## config.mk

```make
export PLATFORM = sky130hd
export DESIGN_NAME = znmi_mc_flat
export DESIGN_NICKNAME = d
export VERILOG_FILES = /design/src/rtl/znmi_pkg.sv /design/src/rtl/znmi_if.sv /design/src/rtl/znmi_arb.sv /design/src/rtl/znmi_mc.sv /design/src/flat_wrapper.sv
export SDC_FILE = /design/constraint.sdc
export NUM_CORES = 1
export LEC_CHECK = 0
export ABC_AREA = 1
export CAP_MARGIN = 10
export CORE_UTILIZATION = 50
export CTS_CLUSTER_DIAMETER = 60
export CTS_CLUSTER_SIZE = 10
export DETAILED_ROUTE_END_ITERATION = 10
export PLACE_DENSITY = 0.86
export SLEW_MARGIN = 20
export SYNTH_ARGS = -nofsm -noshare
export SYNTH_HDL_FRONTEND = slang
export SYNTH_SLANG_ARGS = --single-unit
```

## constraint.sdc

```tcl
create_clock -name fclk -period 3.3 [get_ports fclk]
set_input_delay 0.825 -clock fclk [delete_from_list [all_inputs] [get_ports fclk]]
set_output_delay 0.825 -clock fclk [all_outputs]
set_load 0.1 [all_outputs]
```

## src/rtl/znmi_pkg.sv

```systemverilog
// Shared constants for the NMI controller: FSM encoding, NMI vector address, counter width.
package znmi_pkg;

    localparam logic [2:0] ST_IDLE   = 3'd0;
    localparam logic [2:0] ST_PULSE  = 3'd1;
    localparam logic [2:0] ST_WAIT66 = 3'd2;
    localparam logic [2:0] ST_ENTRY  = 3'd3;
    localparam logic [2:0] ST_ACTIVE = 3'd4;
    localparam logic [2:0] ST_EXIT   = 3'd5;

    localparam logic [15:0] ADDR_NMI = 16'h0066;

    // Shared by pulse length, fetch timeout and refresh countdown; sized for TMO up to 255.
    localparam int CNT_W = 8;

endpackage

```

## src/rtl/znmi_if.sv

```systemverilog
// Bus bundle between the Z80 side / request sources and the NMI controller.
interface znmi_if #(parameter int NCH = 4);
    logic            zpos;
    logic            zneg;
    logic            int_start;
    logic [NCH-1:0]  req;
    logic [NCH-1:0]  imm_mask;
    logic            clr_nmi;
    logic            m1_n;
    logic            mreq_n;
    logic            rfsh_n;
    logic [15:0]     a;
    logic            drive_00;
    logic            in_nmi;
    logic            gen_nmi;
    logic            nmi_buf_clr;
    logic [2:0]      cause;
    logic [NCH-1:0]  pend;

    modport master (
        output zpos, zneg, int_start, req, imm_mask, clr_nmi, m1_n, mreq_n, rfsh_n, a,
        input  drive_00, in_nmi, gen_nmi, nmi_buf_clr, cause, pend
    );

    modport slave (
        input  zpos, zneg, int_start, req, imm_mask, clr_nmi, m1_n, mreq_n, rfsh_n, a,
        output drive_00, in_nmi, gen_nmi, nmi_buf_clr, cause, pend
    );
endinterface

```

## src/rtl/znmi_arb.sv

```systemverilog
// Per-channel request edge detect, pending flags and lowest-index-first arbiter.
module znmi_arb #(parameter int NCH = 4) (
    input  logic           clk,
    input  logic           rst,
    input  logic [NCH-1:0] req_i,
    input  logic [NCH-1:0] imm_mask_i,
    input  logic           int_start_i,
    input  logic           sel_en_i,
    output logic [NCH-1:0] pend_o,
    output logic           grant_o,
    output logic [2:0]     grant_idx_o
);
    logic [NCH-1:0] req_q;
    logic [NCH-1:0] pend_q, pend_d;
    logic [NCH-1:0] elig;
    logic [NCH-1:0] clr;
    logic           found;

    always_comb begin
        elig        = pend_q & (imm_mask_i | {NCH{int_start_i}});
        clr         = '0;
        found       = 1'b0;
        grant_idx_o = 3'd0;
        for (int i = 0; i < NCH; i++) begin
            if (sel_en_i && elig[i] && !found) begin
                found       = 1'b1;
                clr[i]      = 1'b1;
                grant_idx_o = 3'(i);
            end
        end
        grant_o = found;
        // A new edge wins over the clear of the same bit, so it is never lost.
        pend_d  = (pend_q & ~clr) | (req_i & ~req_q);
    end

    always_ff @(posedge clk) begin
        if (rst) begin
            req_q  <= req_i;
            pend_q <= '0;
        end else begin
            req_q  <= req_i;
            pend_q <= pend_d;
        end
    end

    assign pend_o = pend_q;

endmodule

```

## src/rtl/znmi_mc.sv

```systemverilog
// Multi-channel NMI controller: arbitrates requests, pulses NMI_N, tracks the 0066 entry and the exit.
module znmi_mc
    import znmi_pkg::*;
#(
    parameter int NCH      = 4,
    parameter int NMI_LEN  = 4,
    parameter int CLR_RFSH = 2,
    parameter int TMO      = 255
) (
    input  logic  fclk,
    input  logic  rst,
    znmi_if.slave bus
);
    logic [2:0]       state_q, state_d;
    logic [CNT_W-1:0] cnt_q, cnt_d;
    logic [2:0]       cause_q, cause_d;
    logic             in_nmi_q, in_nmi_d;
    logic             was_0066_q, was_0066_d;
    logic             m1_s_q, mreq_s_q, m1mreq_q;
    logic             rfsh_s_q, rfsh_d_q, rfsh_dd_q;
    logic             m1mreq, m1_rise, addr_hit, rfsh_fall;
    logic             grant;
    logic [2:0]       grant_idx;

    znmi_arb #(.NCH(NCH)) u_arb (
        .clk         (fclk),
        .rst         (rst),
        .req_i       (bus.req),
        .imm_mask_i  (bus.imm_mask),
        .int_start_i (bus.int_start),
        .sel_en_i    (state_q == ST_IDLE),
        .pend_o      (bus.pend),
        .grant_o     (grant),
        .grant_idx_o (grant_idx)
    );

    assign addr_hit   = (bus.a == ADDR_NMI);
    assign m1mreq     = m1_s_q & mreq_s_q;
    assign m1_rise    = m1mreq & ~m1mreq_q;
    assign rfsh_fall  = rfsh_dd_q & ~rfsh_d_q;
    assign was_0066_d = m1_rise ? addr_hit : was_0066_q;

    always_comb begin
        state_d  = state_q;
        cnt_d    = cnt_q;
        cause_d  = cause_q;
        in_nmi_d = in_nmi_q;
        case (state_q)
            ST_IDLE: if (grant) begin
                state_d = ST_PULSE;
                cnt_d   = CNT_W'(NMI_LEN);
                cause_d = grant_idx;
            end
            ST_PULSE: if (bus.zpos) begin
                if (cnt_q <= 1) begin
                    state_d = ST_WAIT66;
                    cnt_d   = CNT_W'(TMO);
                end else begin
                    cnt_d = cnt_q - 1'b1;
                end
            end
            ST_WAIT66: begin
                if (m1_rise && addr_hit) begin
                    state_d = ST_ENTRY;
                    cnt_d   = '0;
                end else if (bus.zpos) begin
                    if (cnt_q <= 1) begin
                        state_d = ST_IDLE;
                        cnt_d   = '0;
                    end else begin
                        cnt_d = cnt_q - 1'b1;
                    end
                end
            end
            ST_ENTRY: if (rfsh_fall && was_0066_q) begin
                state_d  = ST_ACTIVE;
                in_nmi_d = 1'b1;
            end
            ST_ACTIVE: if (bus.clr_nmi) begin
                state_d = ST_EXIT;
                cnt_d   = CNT_W'(CLR_RFSH);
            end
            ST_EXIT: begin
                // A repeated exit write restarts the refresh countdown.
                if (bus.clr_nmi) begin
                    cnt_d = CNT_W'(CLR_RFSH);
                end else if (rfsh_fall) begin
                    if (cnt_q <= 1) begin
                        state_d  = ST_IDLE;
                        in_nmi_d = 1'b0;
                        cnt_d    = '0;
                    end else begin
                        cnt_d = cnt_q - 1'b1;
                    end
                end
            end
            default: state_d = ST_IDLE;
        endcase
    end

    always_ff @(posedge fclk) begin
        if (rst) begin
            state_q    <= ST_IDLE;
            cnt_q      <= '0;
            cause_q    <= 3'd0;
            in_nmi_q   <= 1'b0;
            was_0066_q <= 1'b0;
            m1_s_q     <= 1'b0;
            mreq_s_q   <= 1'b0;
            m1mreq_q   <= 1'b0;
            rfsh_s_q   <= 1'b1;
            rfsh_d_q   <= 1'b1;
            rfsh_dd_q  <= 1'b1;
        end else begin
            state_q    <= state_d;
            cnt_q      <= cnt_d;
            cause_q    <= cause_d;
            in_nmi_q   <= in_nmi_d;
            was_0066_q <= was_0066_d;
            if (bus.zpos) begin
                m1_s_q   <= ~bus.m1_n;
                rfsh_s_q <= bus.rfsh_n;
            end
            if (bus.zneg) mreq_s_q <= ~bus.mreq_n;
            m1mreq_q  <= m1mreq;
            rfsh_d_q  <= rfsh_s_q;
            rfsh_dd_q <= rfsh_d_q;
        end
    end

    assign bus.drive_00    = (state_q == ST_ENTRY) & ~bus.m1_n & ~bus.mreq_n & addr_hit;
    assign bus.in_nmi      = in_nmi_q;
    assign bus.gen_nmi     = (state_q == ST_PULSE);
    assign bus.nmi_buf_clr = (state_q == ST_ENTRY) & was_0066_q;
    assign bus.cause       = cause_q;

endmodule

```

## src/flat_wrapper.sv

```systemverilog
// flat-port wrapper written by rule: the top's interface ports become plain ports
module znmi_mc_flat import znmi_pkg::*;
#(
    parameter int NCH      = 4,
    parameter int NMI_LEN  = 4,
    parameter int CLR_RFSH = 2,
    parameter int TMO      = 255
)
  (fclk, rst, bus_zpos, bus_zneg, bus_int_start, bus_req, bus_imm_mask, bus_clr_nmi, bus_m1_n, bus_mreq_n, bus_rfsh_n, bus_a, bus_drive_00, bus_in_nmi, bus_gen_nmi, bus_nmi_buf_clr, bus_cause, bus_pend);
  znmi_if #(.NCH(NCH)) bus_i ();
  input  logic fclk;
  input  logic rst;
  input wire logic [$bits(bus_i.zpos)-1:0] bus_zpos;
  input wire logic [$bits(bus_i.zneg)-1:0] bus_zneg;
  input wire logic [$bits(bus_i.int_start)-1:0] bus_int_start;
  input wire logic [$bits(bus_i.req)-1:0] bus_req;
  input wire logic [$bits(bus_i.imm_mask)-1:0] bus_imm_mask;
  input wire logic [$bits(bus_i.clr_nmi)-1:0] bus_clr_nmi;
  input wire logic [$bits(bus_i.m1_n)-1:0] bus_m1_n;
  input wire logic [$bits(bus_i.mreq_n)-1:0] bus_mreq_n;
  input wire logic [$bits(bus_i.rfsh_n)-1:0] bus_rfsh_n;
  input wire logic [$bits(bus_i.a)-1:0] bus_a;
  output wire logic [$bits(bus_i.drive_00)-1:0] bus_drive_00;
  output wire logic [$bits(bus_i.in_nmi)-1:0] bus_in_nmi;
  output wire logic [$bits(bus_i.gen_nmi)-1:0] bus_gen_nmi;
  output wire logic [$bits(bus_i.nmi_buf_clr)-1:0] bus_nmi_buf_clr;
  output wire logic [$bits(bus_i.cause)-1:0] bus_cause;
  output wire logic [$bits(bus_i.pend)-1:0] bus_pend;
  assign bus_i.zpos = bus_zpos;
  assign bus_i.zneg = bus_zneg;
  assign bus_i.int_start = bus_int_start;
  assign bus_i.req = bus_req;
  assign bus_i.imm_mask = bus_imm_mask;
  assign bus_i.clr_nmi = bus_clr_nmi;
  assign bus_i.m1_n = bus_m1_n;
  assign bus_i.mreq_n = bus_mreq_n;
  assign bus_i.rfsh_n = bus_rfsh_n;
  assign bus_i.a = bus_a;
  assign bus_drive_00 = bus_i.drive_00;
  assign bus_in_nmi = bus_i.in_nmi;
  assign bus_gen_nmi = bus_i.gen_nmi;
  assign bus_nmi_buf_clr = bus_i.nmi_buf_clr;
  assign bus_cause = bus_i.cause;
  assign bus_pend = bus_i.pend;
  znmi_mc #(.NCH(NCH), .NMI_LEN(NMI_LEN), .CLR_RFSH(CLR_RFSH), .TMO(TMO)) u_core (.fclk(fclk), .rst(rst), .bus(bus_i));
endmodule
```

Yosys cells after proc, flatten, opt, wreduce, memory -nomap -nowiden

Cells that the tools add are included.

$add $sub $neg: 1
$mul: 0
Divide/modulo/power cells: 0
Order comparisons: 1
Equal/unequal tests: 16
Shift operators: 0
Mux-type cells: 36
Bitwise operators: 18
Reductions and logical operators: 19

Operators by type and width:

| cell                                                                   | count |
|---|---|
| 8-bit two-way mux                                                      | 9 |
| 8-bit case mux with 5 select lines                                     | 1 |
| 3-bit two-way mux                                                      | 12 |
| 3-bit case mux with 6 select lines                                     | 1 |
| 16-bit by 7-bit == test with 1-bit output (second input constant)      | 1 |
| 4-bit AND                                                              | 3 |
| 1-bit two-way mux                                                      | 12 |
| 2-bit by 1-bit != test with 1-bit output (second input constant)       | 5 |
| 1-bit logical AND                                                      | 9 |
| 8-bit by 1-bit <= comparator with 1-bit output (second input constant) | 1 |
| 4-bit inverter                                                         | 2 |
| 4-bit bitwise OR                                                       | 2 |
| 8-bit AND reduction                                                    | 1 |
| 8-bit by 1-bit subtractor with 8-bit output (second input constant)    | 1 |
| 1-bit AND                                                              | 7 |
| 3-bit by 2-bit == test with 1-bit output (second input constant)       | 2 |
| 3-bit == test (second input constant)                                  | 2 |
| 2-bit != test (second input constant)                                  | 3 |
| 3-bit by 2-bit != test with 1-bit output (second input constant)       | 2 |
| 6-bit AND reduction                                                    | 1 |
| 5-bit AND reduction                                                    | 1 |
| 5-bit nonzero test                                                     | 1 |
| 1-bit inverter                                                         | 4 |
| 3-bit by 1-bit == test with 1-bit output (second input constant)       | 1 |
| 5 further kinds                                                        | 7 |

Bits in registers: 30
Latch bits: 0
Bits in writable memories: 0
Bits in read-only memories: 0
Bits of input ports: 33
Output and inout bits: 11
Word-level logic and storage cells: 104
Memories: 0

Logic depth before layout (Yosys ltp)

Word-level depth: 16
Mapped depth: 12
Mapped depth without buffers: 12

Modules after synthesis

From an unflattened synthesis, not the netlist that was laid out.

Cells, all modules: 297
Area total of the unflattened synthesis: 1,999.4 um^2

By module, submodules not included:

| module   | instances | cells an instance | area each (um^2) | seq. area each (um^2) |
|---|---|---|---|---|
| znmi_mc  | 1         | 250               | 1,639.1          | 440.4 |
| znmi_arb | 1         | 47                | 360.3            | 160.2 |

Worst setup path after synthesis

Ideal clock, no wire load.

Path kind: input-to-output
From: in bus_a[6]
To: out bus_drive_00
Arrival time: 3,962 ps
Data required time: 2,475 ps
Path slack: -1,487 ps
Stages on the path: 6
Buffers on the path: 0
Path through: inv_1 > nor2_1 > nand2_1 > nor2_1 > nand2_1 > nor4_1

Longest elaborated chain between the ends: 2

Ends and longest elaborated chain:

| what                                      | line               | RTL |
|---|---|---|
| from (decl)                               | flat_wrapper.sv:22 | `input wire logic [$bits(bus_i.a)-1:0] bus_a;` |
| 16-bit by 7-bit == test with 1-bit output | znmi_mc.sv:37      | `assign addr_hit = (bus.a == ADDR_NMI);` |
| 1-bit AND                                 | znmi_mc.sv:131     | `assign bus.drive_00 = (state_q == ST_ENTRY) & ~bus.m1_n & ~bus.mreq_n & addr_hit;` |
| to (decl)                                 | flat_wrapper.sv:23 | `output wire logic [$bits(bus_i.drive_00)-1:0] bus_drive_00;` |

No other way between the ends.

Final worst setup path

From: in bus_a[5]
To: out bus_drive_00

Same word-level chain as after synthesis.

==> results summary <==
Synthesis produced a netlist whose cell count is between 200 and 300. The total global-route track usage is 22.4%. The share of cells above drive strength 1 is ~18%. The total of buffers placed on input and output ports came out at 42. The total number of nets in the final design is 342. The summed instance area of the synthesized netlist came out at around 0.0018 mm². The tool flagged a number of max-cap violations equal to 0. The total DRC errors in the routed layout came out at 0. The post-synthesis compound-gate area fraction came out at between 15 and 20%. The tightest min-delay check is of the reg -> reg type. STA puts the critical path data required time at 2.47 ns. Of all nets on the critical path, the largest fanout is 2. Summing all non-filler instances in the final layout gives an area of roughly 0.0023 mm². The post-synthesis share of cell area spent on xor and xnor gates is a little under 2%. The total count of hold-check failures in the final report came out at 0. In this run, synthesis produced a sequential element count of 29. The footprint of the multi-input gates came out at roughly 0.0011 mm².

Fill cells in the final layout number about 290. STA classifies the critical path endpoint as an output pin. The die span in x came out at ~62 µm. The final worst clock skew came out at about 0.017 ns. In this run the standard cell core region covers between 0.003 and 0.004 mm².

The clock sink total came out at 29. The count of nets left with antenna violations once routing finished came out at 0. By area, the combinational part of the netlist is dominated by simple AND/OR/NAND/NOR gates. The quantity of hold-fixing buffers added after cts came out at 0. The total chip power is 1.98 mW. The number of antenna violations at the first check in global routing is 0. Setup repair after global routing left no endpoint under its margin. TritonCTS built the clock tree. The clock latency on the worst-skew pair came out at 0.34 ns. The via count of the first global-routing pass is ~1600.

The pin count of the biggest net entering global routing came out at 16. By area the synthesized netlist is led by sky130_fd_sc_hd__dfxtp_1 (32%), sky130_fd_sc_hd__nand2_1 (10%), sky130_fd_sc_hd__nor2_1 (8.6%). The first-pass GRT wire length is approximately 6400 µm.

STA classifies the critical path startpoint as an input port. The detail-routed via count per cell came out at 5.06. The number of cells on the worst hold path is 2.

After clock tree synthesis, the clock-pin slew on the worst setup and hold paths is ~0.1 ns. The ratio of final minimum period to clock period came out at 90.2%. After synthesis, the share of flip-flops with an asynchronous set or reset is 0%. Setup violations remaining at the end of the flow were counted as 0. The TritonCTS buffer count is 5.

The static power due to leakage came out at 1.01 nW. The final worst hold slack is ~0.42 ns. In this run the clock root is driven by a sky130_fd_sc_hd__clkbuf_4.

The buffers inserted during post-CTS setup optimization came out at 0. For the finished layout, the period the worst path requires is roughly 3.0 ns. The flip-flop and latch area came out at a little under 600 µm². The mean cell area of the mapped netlist is around 6.9 µm². The routability congestion estimate came out at around 0.86. The flow ran to the end, and the final reports show no timing, DRC or antenna violations. The distinct cell type count of the synthesized netlist is 38. The post-cts repair resize count came out at 0. The total congestion overflow after global routing came out at 0. The critical path's top delay family is buffers and inverters. The power density over the cells is 844 mW/mm². The count of boundary I/O pins came out at between 40 and 50.

The number of DRC markers after the initial detailed-route iteration came out at 83. The first TritonRoute pass finished after 4 iterations. The Yosys step of the flow raised 0 warnings.

In the synthesized netlist the dominant register cell turns out to be sky130_fd_sc_hd__dfxtp_1. The area growth from synthesis to layout came out at 30.2%. The number of antenna diodes in the final layout is 0. The sum of buffers and inverters on the critical path came out at 3. The worst reg2reg path depth came out at 11. The worst-case clock buffer depth is 2. The post-synthesis simple-gate area fraction is between 30% and 40%. The slowest stage of the critical path belongs to the cell sky130_fd_sc_hd__clkdlybuf4s50_1. By startpoint and endpoint, the worst setup path is classified as in -> out. The count of H-tree levels built during CTS came out at 2. Counting buffers and inverters, the worst setup path is 8 cells deep.

Data arrives at the worst endpoint at 2.15 ns. Summing the areas of all fa, ha and maj instances in the mapped netlist gives 1.39% of the synthesized area. sky130_fd_sc_hd__dfxtp_1 takes more of the synthesized area than any other cell.

The peak clock frequency supported by timing came out at about 340 MHz. The top cell types in the final layout, fill and taps aside, are sky130_fd_sc_hd__nand2_1 (49), sky130_fd_sc_hd__nor2_1 (41), sky130_fd_sc_hd__clkdlybuf4s50_1 (32). The overall die area is roughly 0.0038 mm². The number of nets produced by synthesis came out at between 200 and 300. The portion of synthesized area spent on multiplexers is 0%. The sequential share of the synthesized area is between 30% and 40%. The number of rows in the core area is 21. The cell area after placement is roughly 0.0023 mm². Across all layers, the routed design uses roughly 1800 vias. The detailed-placement wirelength estimate came out at ~3000 µm. The total routed wirelength is 3920 µm.

The peak per-stage delay on the critical path is about 0.48 ns. In the final routed layout, each cell accounts on average for between 10 and 15 µm. The area share of the largest cell type after synthesis came out at between 30% and 40%. The final-layout setup total negative slack is 0 ns. The library cell used most frequently in the layout, excluding fill and tap cells, is sky130_fd_sc_hd__nand2_1.

The number of flops mapped to enable cells by yosys came out at 0. Traced cell by cell, the critical path runs through clkdlybuf4s50_1, inv_1, nor2_1, nand2_1, nor2_1, nand2_1, nor4_4, buf_12. The initial utilization of the core area, before any placement, comes to 53.0%.

The die extent in y is 61.9 µm. The number of max-slew violations in the final report came to 0. The maximum ir drop on the vdd rail is a little over 0.5 mV.
registers in the layout, summed over array words and instances, names as in the netlist:
signal and flops:
u_core.rfsh_dd_q 1, u_core.bus.in_nmi 1, u_core.m1_s_q 1, u_core.rfsh_d_q 1, u_core.mreq_s_q 1, u_core.u_arb.pend_o 4, u_core.m1mreq_q 1, u_core.u_arb.req_q 4
u_core.bus.cause 2, u_core.cnt_q 8, u_core.was_0066_q 1, u_core.rfsh_s_q 1, u_core.state_q 3
per-stage QoR:
stage | setup slack [ns] | util (%) | instances
after floorplan | 0.317 | - | 260
after global placement | 0.375 | 67.0 | 346
after detailed placement | 0.318 | 67.0 | 346
after CTS | 0.322 | 69.0 | 354
after global routing | 0.195 | 69.0 | 354
final | 0.323 | 69.0 | 354
Yosys cell counts (2+ instances only):
cell                       instances
sky130_fd_sc_hd__nand2_1          49
sky130_fd_sc_hd__nand3_1          10
sky130_fd_sc_hd__nor4_1            2
sky130_fd_sc_hd__inv_1            28
sky130_fd_sc_hd__o31ai_1           2
sky130_fd_sc_hd__a21oi_2           2
sky130_fd_sc_hd__a21oi_1          18
sky130_fd_sc_hd__nand3b_1          2
sky130_fd_sc_hd__nor3_1            2
sky130_fd_sc_hd__nand3_2           7
sky130_fd_sc_hd__nor2_4            7
sky130_fd_sc_hd__clkbuf_1          2
sky130_fd_sc_hd__o21ai_0          16
sky130_fd_sc_hd__ha_1              2
sky130_fd_sc_hd__nor3_2            2
sky130_fd_sc_hd__inv_4             2
sky130_fd_sc_hd__o211ai_1          2
sky130_fd_sc_hd__xor2_1            3
sky130_fd_sc_hd__o21ai_1           9
sky130_fd_sc_hd__nor2_1           41
sky130_fd_sc_hd__inv_2             5
sky130_fd_sc_hd__nand2_2           3
sky130_fd_sc_hd__dfxtp_1          29
routing by layer:
layer	part of all wire (%)	vias to the layer above	wire length (µm)	global-route usage, %
met4	1.6	0	61	9.21
met3	3.1	7	122	4.55
met2	49	36	1910	38.4
li1	-	941	-	-
met1	47	807	1830	27.3
met5	0	-	0	0
cell type report:
type | instances | area share (%)
clock buffer | 7 | 2.78
clock inverter | 1 | 0.214
multi-input combinational | 192 | 46.0
timing repair buffer | 43 | 17.8
inverter | 36 | 5.99
tap | 46 | 2.46
sequential | 29 | 24.8
logic make-up after synthesis:
family / after synthesis
other cells: 1
flops: 29
xor+xnor: 4
buf+inv: 39
compound gates: 52
simple gates: 133
fa+ha+maj: 2
worst register-to-register path, stage by stage (launching register included):
cell	delay (ns)
sky130_fd_sc_hd__dfxtp_1	0.35
sky130_fd_sc_hd__inv_1	0.10
sky130_fd_sc_hd__ha_1	0.22
sky130_fd_sc_hd__o21ai_1	0.11
sky130_fd_sc_hd__nor2_4	0.23
sky130_fd_sc_hd__o21ai_1	0.10
sky130_fd_sc_hd__nor2_1	0.11
sky130_fd_sc_hd__nand2_1	0.07
sky130_fd_sc_hd__nor2_2	0.21
sky130_fd_sc_hd__nand2_1	0.10
sky130_fd_sc_hd__nand2_1	0.07
sky130_fd_sc_hd__nor2_1	0.05
worst paths after layout:
kind | slack, ns | start | endpoint
worst max-delay path | 0.32 | bus_a[5] | bus_drive_00
worst min-delay path | 0.42 | u_core.rfsh_s_q$_SDFFE_PP1P_ | u_core.rfsh_d_q$_SDFF_PP1_
worst max register to register | 1.50 | u_core.cnt_q[0]$_SDFFE_PP0P_ | u_core.state_q[0]$_SDFFE_PP0P_
worst min register to register | 0.42 | u_core.rfsh_s_q$_SDFFE_PP1P_ | u_core.rfsh_d_q$_SDFF_PP1_
report_power, final:
part | switching [mW] | internal, mW | leakage, nW
sequential | 0.0757 | 0.420 | 0.239
combinational | 0.825 | 0.402 | 0.730
clock | 0.131 | 0.123 | 0.0413
total | 1.03 | 0.945 | 1.01
(Power assumes the default switching activity.)
